**src/rtl/rotator_arbiter.sv**
```systemverilog
// rotator_arbiter: round-robin arbiter sharing one 8-bit rotate-right unit
// among up to four requesters, with a registered, ID-tagged result.
module rotator_arbiter #(
  parameter int unsigned NUM_REQ = 4
) (
  input  logic                 clk,
  input  logic                 reset,
  input  logic [NUM_REQ-1:0]   req_valid,
  input  logic [8*NUM_REQ-1:0] req_data,
  input  logic [3*NUM_REQ-1:0] req_shift,
  output logic [NUM_REQ-1:0]   req_ready,
  output logic                 out_valid,
  output logic [7:0]           out_data,
  output logic [1:0]           out_id,
  input  logic                 out_ready
);

  logic       out_valid_q, out_valid_d;
  logic [7:0] out_data_q,  out_data_d;
  logic [1:0] out_id_q,    out_id_d;
  logic [1:0] last_id_q,   last_id_d;

  logic        can_accept;
  logic        found;
  int unsigned winner;
  logic [7:0]  sel_data;
  logic [2:0]  sel_shift;
  logic        xfer;

  // Rotate right by k: the low byte of {a,a} >> k wraps the shifted-out bits.
  function automatic logic [7:0] rotr(input logic [7:0] a, input logic [2:0] k);
    logic [15:0] dbl;
    dbl = {a, a} >> k;
    return dbl[7:0];
  endfunction

  assign can_accept = !out_valid_q || out_ready;

  // Round-robin scan from last_id+1, then operand select and handshake.
  always_comb begin
    found     = 1'b0;
    winner    = 0;
    sel_data  = '0;
    sel_shift = '0;
    req_ready = '0;
    for (int unsigned off = 1; off <= NUM_REQ; off++) begin
      if (!found && req_valid[(32'(last_id_q) + off) % NUM_REQ]) begin
        found  = 1'b1;
        winner = (32'(last_id_q) + off) % NUM_REQ;
      end
    end
    for (int unsigned i = 0; i < NUM_REQ; i++) begin
      if (found && i == winner) begin
        sel_data     = req_data[8*i +: 8];
        sel_shift    = req_shift[3*i +: 3];
        req_ready[i] = can_accept && !reset;
      end
    end
  end

  assign xfer = found && can_accept && !reset;

  // Next-state for the output register and priority pointer.
  always_comb begin
    out_valid_d = out_valid_q;
    out_data_d  = out_data_q;
    out_id_d    = out_id_q;
    last_id_d   = last_id_q;
    if (xfer) begin
      out_valid_d = 1'b1;
      out_data_d  = rotr(sel_data, sel_shift);
      out_id_d    = 2'(winner);
      last_id_d   = 2'(winner);
    end else if (out_ready) begin
      out_valid_d = 1'b0;
    end
  end

  // State register with synchronous reset; pointer resets so requester 0 wins first.
  always_ff @(posedge clk) begin
    if (reset) begin
      out_valid_q <= 1'b0;
      out_data_q  <= '0;
      out_id_q    <= '0;
      last_id_q   <= 2'(NUM_REQ - 1);
    end else begin
      out_valid_q <= out_valid_d;
      out_data_q  <= out_data_d;
      out_id_q    <= out_id_d;
      last_id_q   <= last_id_d;
    end
  end

  assign out_valid = out_valid_q;
  assign out_data  = out_data_q;
  assign out_id    = out_id_q;

endmodule

```
**config.mk**
```make
export PLATFORM = sky130hd
export DESIGN_NAME = rotator_arbiter
export DESIGN_NICKNAME = d
export VERILOG_FILES = /design/src/rtl/rotator_arbiter.sv
export SDC_FILE = /design/constraint.sdc
export NUM_CORES = 1
export LEC_CHECK = 0
export CAP_MARGIN = 10
export CORE_MARGIN = 2
export CORE_UTILIZATION = 42
export CTS_CLUSTER_SIZE = 20
export DETAILED_ROUTE_END_ITERATION = 8
export PLACE_DENSITY = 0.82
export SLEW_MARGIN = 5
export SYNTH_ARGS = -nofsm -noshare
export SYNTH_HDL_FRONTEND = slang
export SYNTH_SLANG_ARGS = --single-unit
```
**constraint.sdc**
```tcl
create_clock -name clk -period 4.8 [get_ports clk]
set_input_delay 0.72 -clock clk [delete_from_list [all_inputs] [get_ports clk]]
set_output_delay 0.72 -clock clk [all_outputs]
set_load 0.05 [all_outputs]
```
Word level (Yosys, flattened, before mapping). Index checks and enable logic that the tools add are counted.

$add $sub $neg: 4. Reductions and logical operators: 18. $lt $le $gt $ge: 4. Shifts and indexed selects: 1. Multiplexer cells: 30. Equality and inequality tests: 3.

Operators with widths (number): 2-to-1 mux 32 bit (3); == test 2 x 32 -> 1 bit, first input constant (2); == test 1 x 32 -> 1 bit, first input constant (1); logical NOT 32 bit (1); 2-to-1 mux 8 bit (4); right shift 16 x 3 -> 8 bit (1); 2-to-1 mux 1 bit (14); < comparator 2 x 3 -> 1 bit, second input constant (4); 2-to-1 mux 3 bit (4); logical AND 1 bit (10); binary-select mux 1 bit (select 2 bit) (4); logical NOT 1 bit (5); adder 2 x 1 -> 2 bit, second input constant (2); adder 2 bit, second input constant (2); 2-to-1 mux 2 bit (1); nonzero test 2 bit (1); logical OR 1 bit (1).

Bits in registers: 13. Input port bits: 51. Output and inout port bits: 15. Word-level logic and storage cells: 64.

Depth between registers and ports, before layout. Gate-level depths: netlist of the first run.

Word-level depth: 20. Mapped depth: 10. Depth with buffers taken out: 7.

Worst setup path before layout of the first run. OpenSTA, ideal clock, no wires.

Path type: input port to output port. From: in req_valid[0]. To: out req_ready[3]. Arrival time: 2.241 ns. Path slack: 1.839 ns. Path buffers: 1. Cell stages on the path: 5. Data required time: 4.080 ns. Cells stage by stage: a21o_1 -> a31oi_2 -> clkbuf_1 -> inv_1 -> nor2_1.

Cells in the longest elaborated chain, start to end: 15. Elaborated cells on any way between the ends: 25. Classes of those cells: eq/ne: 1; mux: 17; reduce/logical: 7.

Ends and longest elaborated chain: from (decl) (RTL line 8) `input logic [NUM_REQ-1:0] req_valid,`; binary-select mux 1 bit (select 2 bit) (RTL line 47) `if (!found && req_valid[(32'(last_id_q) + off) % NUM_REQ]) begin`; 2-to-1 mux 1 bit (implied by the code) (RTL line 47); 2-to-1 mux 1 bit (RTL line 47); logical NOT 1 bit (RTL line 47); logical AND 1 bit (RTL line 47); 2-to-1 mux 1 bit (RTL line 47); logical NOT 1 bit (RTL line 47); logical AND 1 bit (RTL line 47); 2-to-1 mux 1 bit (RTL line 47); logical NOT 1 bit (RTL line 47); logical AND 1 bit (RTL line 47); 2-to-1 mux 32 bit (RTL line 47); == test 2 x 32 -> 1 bit (RTL line 53) `if (found && i == winner) begin`; logical AND 1 bit * (RTL line 53); 2-to-1 mux 1 bit * (RTL line 53); to (decl) (RTL line 11) `output logic [NUM_REQ-1:0] req_ready,`.

Every way passes the cells marked *; elsewhere a longest branch is shown, timed or not. The select of a mux whose other input is x is not followed.

Worst setup path in the final report of the first run.
From: in reset. To: out req_ready[2].

Cells in the longest elaborated chain, start to end: 3.

Ends and longest elaborated chain: from (decl) (RTL line 7) `input logic reset,`; logical NOT 1 bit (RTL line 56) `req_ready[i] = can_accept && !reset;`; logical AND 1 bit (RTL line 56); 2-to-1 mux 1 bit (RTL line 53).

Every way passes these cells.

==> flow_metrics.py, run 1 <==
metrics = {
    "run_status": {
        "status": "finished, final reports clean",
    },
    "global_routing": {
        "grt_use_total_pct": 22.76,
        "grt_max_degree": 25,
        "antenna_found_initial": 0,
        "grt_pass1_wl_mm": 6.065,
        "grt_pass1_vias": 1405,
        "gr-total-overflow": 0,
    },
    "die": {
        "io-pin-count": 66,
        "fp.dieArea_sq_mm": 0.003358,
        "start_util_pct": 44.33,
        "die_w_um": 57.95,
        "die_y_um": 57.95,
        "core_sq_mm": 0.002758,
        "rows": 19,
    },
    "critical_path": {
        "crit_path_start_kind": "input pin",
        "reg2reg_depth": 7,
        "path_max_fanout": 15,
        "cp-end-kind": "output port",
        "crit_type": "in2out",
        "r2r_slack_ns": 1.80,
        "crit_slowest_cell": "clkdlybuf4s50_1",
        "timing.rr.end": "out_data[5]",
        "crit_chain": "clkdlybuf4s50_1 > nand2b_1 > nor2_1 > nand2_1 > nor2_1 > clkdlybuf4s50_1",
        "rr_startpoint": "last_id_q[1]",
        "max_stage_delay_ns": 0.81,
        "cp.arrival_ns": 3.29,
        "crit_required_ns": 4.08,
    },
    "sta": {
        "max_freq_ghz": 0.2493,
        "maxSlewViolCount": 0,
        "final_hold_viol_count": 0,
        "tightestPinTransition_ns": 0.7764,
        "clock_skew_ns": 0.005539,
        "rsz0062_at_grt": "false",
        "relSlewSlack_pct": 47.84,
        "setup_violations": 0,
        "finalCritPeriodShare_pct": 83.58,
        "final.min_clock_period_ns": 4.012,
        "fin_tns_setup_ns": 0,
        "hold_slack_ns": 0.4883,
    },
    "cells_and_area": {
        "post-route-util_pct": 68.42,
        "seq_area_sq_um": 260.3,
        "num-fill-cells": 235,
        "drive_above_1_share_pct": 10.68,
        "areaGrowthSynthToFinish_pct": 54.35,
        "diodes": 0,
        "final_nets": 258,
        "final_cells": 237,
        "multi_input_area_sq_um": 899.6,
    },
    "routing": {
        "ant_nets": 0,
        "wl_per_cell_um": 16.16,
        "vias": 1439,
        "drt-pass1-iter-count": 4,
        "routed_wl_mm": 3.830,
        "first_iter_violations": 38,
        "routed_via_density": 6.072,
        "drc": 0,
    },
    "clock_tree": {
        "cts_buffers": 3,
        "htreeDepth": 1,
        "cts_max_path_buffers": 2,
        "cts_sinks": 13,
        "postCtsHoldBufs": 0,
        "root_buffer": "clkbuf_4",
        "cts_tree": "yes",
        "postCtsSetupBuffers": 0,
        "postCtsResizedCells": 0,
        "clk_pin_slew_ns": 0.08,
        "clock_latency_ns": 0.28,
    },
    "yosys": {
        "synth_area_per_cell_sq_um": 8.316,
        "synthCells": 147,
        "yosysSeqAreaShare_pct": 21.29,
        "synth_flop_cell": "dfxtp_1",
        "ys_types": 36,
        "synth_area_sq_mm": 0.001222,
        "yosys_register_bits": 13,
        "ys_warn_count": 0,
        "synth_edf_count": 0,
        "synth_fp_nets": 198,
        "ys_async_sr_fraction_pct": 0,
    },
    "power_and_ir_drop": {
        "p_leak_nw": 0.6849,
        "power_frac_seq_pct": 24.3,
        "ir_worst_vdd_v": 0.0002418,
        "power_density_mw_per_mm2": 294.8,
        "pwr-share-clk_pct": 12.1,
        "combPwrFrac_pct": 63.6,
        "power_mw": 0.5561,
        "netSwitchingPower_mw": 0.2439,
        "switching_share_pct": 43.85,
        "p_int_mw": 0.3123,
    },
    "place": {
        "port-buffer-count": 65,
        "dp_hpwl_mm": 2.948,
        "dp_cells": 233,
        "place.gp.congestion": 0.8113,
    },
    "hold_path": {
        "worstHoldPathCells": 2,
        "hold-path-endpoint": "out_id[0]",
        "min_from": "out_id[0]",
        "hold_class": "reg2reg",
    },
    "run": {
        "cap_violations": 0,
    },
}
[cell type report]
type                    instances  share of cell area (%)
inverters                       1                  0.1989
repair buffers                 66                   34.88
flip-flops and latches         13                   13.79
clock buffers                   4                   1.393
multi-input cells             122                   47.68
well taps                      31                   2.056
[worst max-delay path: cells and delay by family]
kind                   cells  cell delay, ns
buffers and inverters      2            1.42
AND/OR/NAND/NOR            4            1.16
[metal layers]
layer  track usage (%)  vias up  part of all wire (%)
li1                  -      704                     -
met1             26.48      669                    43
met2             41.07       56                    48
met3             2.679       10                   6.5
met4             10.96        0                   1.8
met5                 0        -                     0
[logic make-up (layout without fill, tap and decap cells)]
family                 count (synthesis)  count (layout)  synth area share [%]
flip-flops                            13              13                 21.29
multiplexers                          19              19                 16.79
AND/OR/NAND/NOR                       33              33                 15.05
AO/OA/AOI/OAI                         70              70                 41.76
buffers and inverters                 12              71                 5.117
[cell usage in the layout, fill, tap and decap left out, drive strengths merged, types with 2 or more instances in the layout]
| master | netlist | layout |
|---|---|---|
| nand2 | 3 | 3 |
| o21bai | 9 | 9 |
| mux2i | 10 | 10 |
| and2 | 2 | 2 |
| a21oi | 3 | 3 |
| a221oi | 9 | 9 |
| nor2 | 7 | 7 |
| clkbuf | 6 | 4 |
| nor2b | 2 | 2 |
| nand3 | 9 | 9 |
| nand2b | 5 | 5 |
| a31oi | 10 | 10 |
| nand3b | 2 | 2 |
| clkdlybuf4s50 | 0 | 65 |
| dfxtp | 13 | 13 |
| o21ai | 24 | 24 |
| mux2 | 9 | 9 |
| a32oi | 9 | 9 |
| a21o | 2 | 2 |
[worst max-delay path by stage]
stage | cells past startpoint | endpoint | start | slack, ns
final | 6 | req_ready[2] | reset | 0.79
after global routing | 6 | req_ready[2] | reset | 0.63
after CTS | 6 | req_ready[2] | reset | 0.80
after detailed placement | 6 | req_ready[2] | reset | 0.80
after global placement | 6 | req_ready[2] | reset | 0.92
after floorplan | 5 | req_ready[3] | req_valid[0] | 1.84
[through the flow]
stage,instance area [sq um],worst slack (ns)
3_5_place_dp,1861,0.8020
6_report,1887,0.7881
3_3_place_gp,1861,0.9212
2_1_floorplan,1222,1.839
4_1_cts,1887,0.7957
5_1_grt,1887,0.6288
[sequential cells by signal, indices dropped and copies added (netlist names)]
register and cells:
out_data 8, out_id 2, last_id_q 2, out_valid 1
[cell usage after synthesis, drive strengths merged, types with 2 or more instances]
cell type,instances,area [sq um]
o21ai,24,127.6
dfxtp,13,260.3
a31oi,10,68.81
mux2i,10,103.9
a221oi,9,78.83
a32oi,9,97.60
mux2,9,101.4
nand3,9,57.56
o21bai,9,71.32
nor2,7,26.28
clkbuf,6,22.52
buf,5,36.28
nand2b,5,31.28
a21oi,3,15.01
nand2,3,11.26
a21o,2,15.01
and2,2,12.51
nand3b,2,15.01
nor2b,2,12.51
[power by group through the flow]
stage	Sequential [mW]	Combinational, mW	Clock, mW
floorplan	0.178	0.203	0
global placement	0.137	0.339	0
detailed placement	0.137	0.350	0
CTS	0.135	0.352	0.0700
global route	0.137	0.378	0.0743
finish	0.135	0.354	0.0673
Power figures use the tool's default switching activity.
==> run 2: changes to the inputs <==
Settings changed: CORE_UTILIZATION 42 to 35, PLACE_DENSITY 0.82 to 0.72.
Clock period 4.8 ns to 3.6 ns, I/O delays scaled along.
==> run 2 against run 1 <==
Compared with the run above: worst hold slack worse by 0.0041 ns; utilization shrank 9.7 points; via count rose by 1.6%; non-clock buffer count is 5 higher; critical path type is now in2reg; critical endpoint is now out_data[1]; largest power group unchanged.
==> flow_metrics.py, run 2 (synthesis results as in run 1) <==
metrics = {
    "cells_and_area": {
        "post-route-util_pct": 58.68,
        "mostFrequentLayoutCell": "clkdlybuf4s50_1",
        "drive_above_1_share_pct": 14.69,
        "largest_register_ffs": 8,
        "final_nets": 263,
        "areaGrowthSynthToFinish_pct": 60.18,
        "diodes": 0,
        "final_cells": 257,
        "most-common-layout-cells": "61 x clkdlybuf4s50_1, 21 x o21ai_0, 13 x dfxtp_1",
    },
    "clock_tree": {
        "cts_tree": "yes",
        "root_buffer": "clkbuf_4",
        "postCtsResizedCells": 0,
        "clock_latency_ns": 0.28,
        "cts_buffers": 3,
        "postCtsHoldBufs": 0,
        "htreeDepth": 1,
        "postCtsSetupBuffers": 0,
        "clk_pin_slew_ns": 0.08,
        "cts_sinks": 13,
        "cts_max_path_buffers": 2,
    },
    "place": {
        "place.gp.congestion": 0.7917,
        "preCtsSetupSlack_ns": 0.3784,
        "dp_cells": 253,
        "dp_hpwl_mm": 3.079,
        "port-buffer-count": 65,
    },
    "critical_path": {
        "r2r_slack_ns": 0.98,
        "cp-end-kind": "register",
        "reg2reg_depth": 8,
        "crit_type": "in2reg",
        "rr_startpoint": "last_id_q[1]",
        "crit_required_ns": 3.79,
        "crit_path_start_kind": "input pin",
        "timing.rr.end": "out_data[1]",
        "path_max_fanout": 17,
        "cp.arrival_ns": 3.13,
    },
    "global_routing": {
        "grt_use_total_pct": 19.59,
        "antenna_found_initial": 0,
        "grt_pass1_wl_mm": 6.396,
        "grt_max_degree": 20,
        "grt_pass1_vias": 1441,
        "gr-total-overflow": 0,
    },
    "hold_path": {
        "hold_class": "reg2reg",
        "min_from": "out_id[0]",
        "worstHoldPathCells": 2,
        "hold-path-endpoint": "out_id[0]",
    },
    "sta": {
        "final_hold_viol_count": 0,
        "rsz0062_at_grt": "false",
        "max_freq_ghz": 0.3393,
        "fin_ws_ns": 0.6526,
        "relSlewSlack_pct": 53.84,
        "final.min_clock_period_ns": 2.947,
        "clock_skew_ns": 0.0005162,
        "finalCritPeriodShare_pct": 81.87,
        "tightestPinTransition_ns": 0.6861,
        "fin_tns_setup_ns": 0,
        "setup_violations": 0,
        "maxSlewViolCount": 0,
    },
    "die": {
        "core_sq_mm": 0.003337,
        "die_y_um": 63.10,
        "rows": 21,
        "io-pin-count": 66,
        "start_util_pct": 36.63,
        "die_w_um": 63.10,
        "fp.dieArea_sq_mm": 0.003982,
    },
    "routing": {
        "wl_per_cell_um": 15.50,
        "routed_via_density": 5.689,
        "first_iter_violations": 124,
        "drc": 0,
        "routed_wl_mm": 3.984,
        "vias": 1462,
        "ant_nets": 0,
        "drt-pass1-iter-count": 4,
    },
    "run_status": {
        "status": "finished, final reports clean",
    },
    "power_and_ir_drop": {
        "power_mw": 0.7565,
        "power_density_mw_per_mm2": 386.3,
        "p_leak_nw": 0.7226,
        "ir_worst_vdd_v": 0.0002467,
    },
    "run": {
        "cap_violations": 0,
    },
}
## run 2: where the power goes
| part | leakage [nW] | switching (mW) | internal, mW |
|---|---|---|---|
| clock network | 0.0150 | 0.0479 | 0.0430 |
| logic | 0.599 | 0.265 | 0.220 |
| registers | 0.108 | 0.0160 | 0.164 |
## run 2: layout make-up
type	count	area, sq um
Fill cell	322	1379
Inverter	1	3.754
Tap cell	46	57.56
Sequential cell	13	260.3
Timing Repair Buffer	71	710.7
Clock buffer	4	26.28
Multi-Input combinational cell	122	899.6
## run 2: worst max-delay path by stage
stage | startpoint | end | cells after the start
final | req_valid[3] | out_data[1] | 9
after global routing | req_valid[3] | out_data[5] | 9
after CTS | req_valid[3] | out_data[5] | 9
after detailed placement | req_valid[3] | out_data[5] | 9
after global placement | req_valid[3] | out_data[4] | 8
after floorplan | req_valid[0] | req_ready[3] | 5
## run 2: routing by layer
metal	up-vias	global-route usage, %	part of all wire (%)	wire (um)
li1	720	-	-	-
met1	667	23.41	43	1694
met2	67	33.91	47	1892
met3	8	4.464	8.2	326
met4	0	7.500	1.8	70
met5	-	0	0	0
## run 2: critical path, stage by stage
cell	delay [ns]
clkdlybuf4s50_1	0.58
nand3b_1	0.12
a31oi_2	0.43
buf_4	0.31
a31oi_1	0.07
a32oi_1	0.30
mux2i_1	0.17
mux2_2	0.31
a221oi_1	0.29
## run 2: per-stage QoR
stage	hold slack, ns	area [sq um]
2_1_floorplan	0.5275	1222
3_3_place_gp	0.4677	1932
3_5_place_dp	0.4710	1932
4_1_cts	0.4938	1958
5_1_grt	0.5075	1958
6_report	0.4842	1958
